$ cat src/rtl/usb_tx_if.sv
// usb_tx_if: byte handshake between packet source and USB transmit serializer
interface usb_tx_if;
  logic [7:0] tx_data;
  logic tx_valid;
  logic tx_last;
  logic tx_ready;
  modport master(output tx_data, tx_valid, tx_last, input tx_ready);
  modport slave(input tx_data, tx_valid, tx_last, output tx_ready);
endinterface

$ cat src/rtl/usb_tx_serializer.sv
// usb_tx_serializer: byte-to-USB serial transmitter with bit stuffing, NRZI and EOP
module usb_tx_serializer #(
  parameter int STUFF_LEN = 6,
  parameter int EOP_SE0_BITS = 2
) (
  input logic clk,
  input logic n_rst,
  input logic shift_enable,
  usb_tx_if.slave bus,
  output logic tx_active,
  output logic tx_error,
  output logic d_orig,
  output logic d_plus,
  output logic d_minus
);
  localparam logic [2:0] IDLE = 3'd0, SHIFT = 3'd1, STUFF = 3'd2, EOP_SE0 = 3'd3, EOP_J = 3'd4;
  localparam int OW = $clog2(STUFF_LEN + 1);
  localparam int EW = $clog2(EOP_SE0_BITS + 1);
  logic [2:0] state, bit_idx;
  logic [7:0] hold, shifter;
  logic hold_full, hold_last, cur_last, level;
  logic [OW-1:0] ones;
  logic [EW-1:0] se0_cnt;
  logic accept, in_data, stuff, byte_end, load, emit, emit_bit;
  assign bus.tx_ready = !hold_full;
  assign accept = bus.tx_valid && !hold_full;
  assign d_plus = state != EOP_SE0 && level;
  assign d_minus = state != EOP_SE0 && !level;
  // a byte flagged last never chains into the next one; that byte waits for IDLE
  always_comb begin
    in_data = state == SHIFT || state == STUFF;
    stuff = state == SHIFT && ones == OW'(STUFF_LEN);
    byte_end = in_data && !stuff && bit_idx == 3'd7;
    load = shift_enable && hold_full && (state == IDLE || (byte_end && !cur_last));
    emit = load || (shift_enable && in_data && (stuff || bit_idx != 3'd7));
    emit_bit = load ? hold[0] : (!stuff && shifter[bit_idx + 3'd1]);
  end
  always_ff @(posedge clk or negedge n_rst) begin
    if (!n_rst) begin
      state <= IDLE;
      hold <= '0;
      shifter <= '0;
      hold_full <= 1'b0;
      hold_last <= 1'b0;
      cur_last <= 1'b0;
      level <= 1'b1;
      bit_idx <= '0;
      ones <= '0;
      se0_cnt <= '0;
      tx_active <= 1'b0;
      tx_error <= 1'b0;
      d_orig <= 1'b1;
    end else begin
      tx_error <= 1'b0;
      hold_full <= accept || (hold_full && !load);
      if (accept) begin
        hold <= bus.tx_data;
        hold_last <= bus.tx_last;
      end
      if (emit) begin
        d_orig <= emit_bit;
        level <= emit_bit ? level : !level;
        ones <= emit_bit ? ones + 1'b1 : '0;
      end
      if (load) begin
        shifter <= hold;
        cur_last <= hold_last;
        bit_idx <= '0;
        state <= SHIFT;
        tx_active <= 1'b1;
      end else if (shift_enable) begin
        if (stuff) state <= STUFF;
        else if (in_data && bit_idx != 3'd7) begin
          bit_idx <= bit_idx + 3'd1;
          state <= SHIFT;
        end else if (byte_end) begin
          tx_error <= !cur_last;
          state <= EOP_SE0;
          se0_cnt <= '0;
          level <= 1'b1;
          d_orig <= 1'b1;
          ones <= '0;
        end else if (state == EOP_SE0) begin
          se0_cnt <= se0_cnt + 1'b1;
          if (se0_cnt == EW'(EOP_SE0_BITS - 1)) state <= EOP_J;
        end else if (state == EOP_J) begin
          state <= IDLE;
          tx_active <= 1'b0;
        end
      end
    end
  end
endmodule

$ cat src/flat_wrapper.sv
// flat-port wrapper written by rule: the top's interface ports become plain ports
module usb_tx_serializer_flat 
#(
  parameter int STUFF_LEN = 6,
  parameter int EOP_SE0_BITS = 2
)
  (clk, n_rst, shift_enable, tx_active, tx_error, d_orig, d_plus, d_minus, bus_tx_data, bus_tx_valid, bus_tx_last, bus_tx_ready);
  usb_tx_if bus_i ();
  input logic clk;
  input logic n_rst;
  input logic shift_enable;
  output logic tx_active;
  output logic tx_error;
  output logic d_orig;
  output logic d_plus;
  output logic d_minus;
  input wire logic [$bits(bus_i.tx_data)-1:0] bus_tx_data;
  input wire logic [$bits(bus_i.tx_valid)-1:0] bus_tx_valid;
  input wire logic [$bits(bus_i.tx_last)-1:0] bus_tx_last;
  output wire logic [$bits(bus_i.tx_ready)-1:0] bus_tx_ready;
  assign bus_i.tx_data = bus_tx_data;
  assign bus_i.tx_valid = bus_tx_valid;
  assign bus_i.tx_last = bus_tx_last;
  assign bus_tx_ready = bus_i.tx_ready;
  usb_tx_serializer #(.STUFF_LEN(STUFF_LEN), .EOP_SE0_BITS(EOP_SE0_BITS)) u_core (.clk(clk), .n_rst(n_rst), .shift_enable(shift_enable), .bus(bus_i), .tx_active(tx_active), .tx_error(tx_error), .d_orig(d_orig), .d_plus(d_plus), .d_minus(d_minus));
endmodule
$ cat config.mk
export PLATFORM = sky130hd
export DESIGN_NAME = usb_tx_serializer_flat
export DESIGN_NICKNAME = d
export VERILOG_FILES = /design/src/rtl/usb_tx_if.sv /design/src/rtl/usb_tx_serializer.sv /design/src/flat_wrapper.sv
export SDC_FILE = /design/constraint.sdc
export NUM_CORES = 1
export LEC_CHECK = 0
export CORE_MARGIN = 2
export CORE_UTILIZATION = 45
export CTS_CLUSTER_DIAMETER = 120
export DETAILED_ROUTE_END_ITERATION = 8
export PLACE_DENSITY = 0.67
export SYNTH_ARGS = -nofsm -noshare
export SYNTH_HDL_FRONTEND = slang
export SYNTH_SLANG_ARGS = --single-unit
$ cat constraint.sdc
create_clock -name clk -period 5.62 [get_ports clk]
set_clock_uncertainty 0.2 [all_clocks]
set_input_delay 0.843 -clock clk [delete_from_list [all_inputs] [get_ports clk]]
set_output_delay 0.843 -clock clk [all_outputs]
set_load 0.02 [all_outputs]
==> out/results.txt <==
status = completed
die area = 0.00429 sq mm
vias in the first global route = 1244
io pins = 19
HPWL after detailed placement = 2160 microns
die height = 65.5 microns
first-pass GRT wire length = 5510 microns
largest net degree at the start of global routing = 35
RR Endpoint = u_core.ones[2]
Synth area leaders = dfrtp_1 47%, nand2_1 7.7%, mux2_2 7.3%
hold_buf cts = 0
Synth Cell Area = 0.00170 sq mm
commonest non-fill, non-tap cells in the layout = 35 x nand2_1, 32 x dfrtp_1, 18 x clkdlybuf4s50_1
Final nets = 198
Max-Cap Viols = 0
CP top delay family = simple AND/OR/NAND/NOR gates
DRC Markers = 0
num rows = 22
synthesized area per cell = 10.6 sq um
yosys warns = 0
Max Fanout on Critical Path = 15
Slew headroom = 30.4%
total grt overflow = 0
layout cell share with drive strength beyond 1 = 16.0%
Final Hold Viols = 0
RSZ-0062 raised after global routing = no
PwrDens = 527 mW/mm^2
Post-Route WL = 3060 microns
total number of vias = 1203
CP bufs+invs = 1
Hold Path End = u_core.shifter[6]
gr usage total = 17.0%
Startpoint Class = input pin
CTS tree = built
CP peak stage delay = 580 ps
post-synth top area share = 47.1%
Critical Path AT = 3170 ps
Critical Path RT = 5640 ps
Post-Synth Adder-Cell Area = 3.68%
Synth-to-Final Area Change = 17.3%
critical path class = input pin to flip-flop
Slowest cell on crit path = clkdlybuf4s50_1
worst path cell trace = clkdlybuf4s50_1 > nor2b_1 > and2_1 > o31a_1 > or2_0 > nor4bb_1 > a31o_1
Yosys reg bits = 34
clk_lat worst skew = 280 ps
DR pass1 iterations = 4
Tightest Pin Transition = 1040 ps
I/O Buffers = 18
most common cell after layout, fill and taps aside = nand2_1
WHS Path Cells = 2
Root Buffer = clkbuf_8
largest family of logic cells by synthesized area = simple AND/OR/NAND/NOR gates
Cell Count, Final, Fillers Out = 229
cell taking the most area after synthesis = dfrtp_1
setup TNS = 0 ps
HP Class = flip-flop to flip-flop
Compound-Gate Fraction of Synth Area = 9.79%
post_cts resized = 0
top_reg_cell synth = dfrtp_1
mux contribution to synthesized area = 11.1%
Slew Limit Fails = 0
Inst Count DP = 221
hold path start = u_core.hold[6]
synth unique cells = 42
Chip Width = 65.5 microns
Crit. End Element = flip-flop
Max Clk Rate = 317 MHz
initial core utilization = 46.8%
leakage power = 0.914 nW
drt via density = 5.25
final period utilization = 56.1%
Post-Synth Simple-Gate Area = 20.5%
number of diodes = 0
drt wl/cell = 13.4 microns
Seq/Total Area, Yosys = 50.2%
Routed Antenna Nets = 0
asr flop ratio synth = 100%
clk buf depth = 2
# H-tree levels = 2
R2R setup slack = 2600 ps
postcts setup bufs = 0
total CTS buffers = 5
Mapped Cells = 161
XOR/XNOR share of the synthesized area = 1.03%
syn_nets = 179
FF-to-FF path depth = 6
GPL Wtd Cong = 0.846
Starting DRT DRC Count = 86
number of fill cells = 325
CTS Sinks = 34
Core Region = 0.00363 sq mm
VDD IR max = 0.256 mV
Final min period = 3150 ps
number of flops mapped to enable cells by yosys = 0
# setup viols final = 0
initial antenna violation count = 0
R2R Path Start = u_core.bit_idx[0]
CTS clock-pin slew for the worst setup and hold paths = 70 ps
[worst register-to-register path, delay by kind of cell (launching register included)]
kind                       cells  cell delay (ps)
AOI/OAI and AO/OA              2             1220
and+or+nand+nor                2              570
adders and majority gates      2              480
DFF                            1              440
[worst max-delay path by stage]
stage | end | slack, ps | from | cells after the start
4_1_cts | u_core.ones[2] | 2510 | shift_enable | 7
6_report | u_core.ones[2] | 2470 | shift_enable | 7
5_1_grt | u_core.ones[2] | 2230 | shift_enable | 7
3_5_place_dp | u_core.ones[2] | 2230 | shift_enable | 7
3_3_place_gp | u_core.ones[2] | 2360 | shift_enable | 7
2_1_floorplan | u_core.state[2] | 3310 | u_core.bit_idx[0] | 6
[synth_stat cells, types with 3 or more instances]
master / count
nor2b_1: 3
and2_1: 3
ha_1: 5
a21oi_1: 4
buf_2: 3
nand2_1: 35
nor3_1: 4
o21ai_0: 4
mux2_2: 11
dfrtp_1: 32
nor2_1: 12
inv_1: 5
[where the power goes]
| part | internal (mW) | total [mW] | leakage (nW) | switching (mW) |
|---|---|---|---|---|
| clock | 0.0987 | 0.184 | 0.0482 | 0.0853 |
| combinational | 0.216 | 0.434 | 0.453 | 0.218 |
| sequential | 0.355 | 0.432 | 0.413 | 0.0771 |
[layer usage]
| metal | vias up | global-route usage [%] | share of wire [%] | wire length (microns) |
|---|---|---|---|---|
| met3 | 5 | 5.65 | 4.7 | 145 |
| met2 | 25 | 29.0 | 50 | 1520 |
| met1 | 580 | 19.9 | 44 | 1360 |
| met4 | 0 | 6.25 | 1.1 | 34 |
| li1 | 593 | - | - | - |
| met5 | - | 0 | 0 | 0 |
[per-stage QoR]
stage               utilization [%]  area, sq um  power, mW  hold WS, ps  setup slack [ps]
floorplan                         -         1700      0.770          235              3310
global placement               52.4         1900      0.858          249              2360
detailed placement             52.4         1900      0.876          253              2230
CTS                            54.9         1990       1.06          268              2510
global route                   54.9         1990       1.14          291              2230
finish                         54.9         1990       1.05          265              2470
[layout make-up]
class,instances,area [sq um],area share (%)
Tap cell,48,60.1,3.01
Timing Repair Buffer,19,188,9.41
Inverter,5,18.8,0.941
Clock buffer,7,86.3,4.33
Clock inverter,1,5.00,0.251
Multi-Input combinational cell,115,783,39.3
Sequential cell,34,853,42.8
[cells by family after synthesis]
kind of cell    after synthesis
xor+xnor                      2
flops                        34
compound gates               24
fa+ha+maj                     5
simple gates                 69
buf+inv                      12
mux                          15
[sequential cells by signal, indices dropped and copies added, names as in the netlist]
| register | cells |
|---|---|
| u_core.state | 3 |
| u_core.bit_idx | 3 |
| u_core.tx_active | 1 |
| u_core.level | 1 |
| u_core.cur_last | 1 |
| u_core.ones | 3 |
| u_core.tx_error | 1 |
| u_core.se0_cnt | 2 |
| u_core.d_orig | 1 |
| u_core.hold_last | 1 |
| u_core.hold | 8 |
| u_core.shifter | 8 |
| u_core.hold_full | 1 |
(Power assumes the default switching activity.)
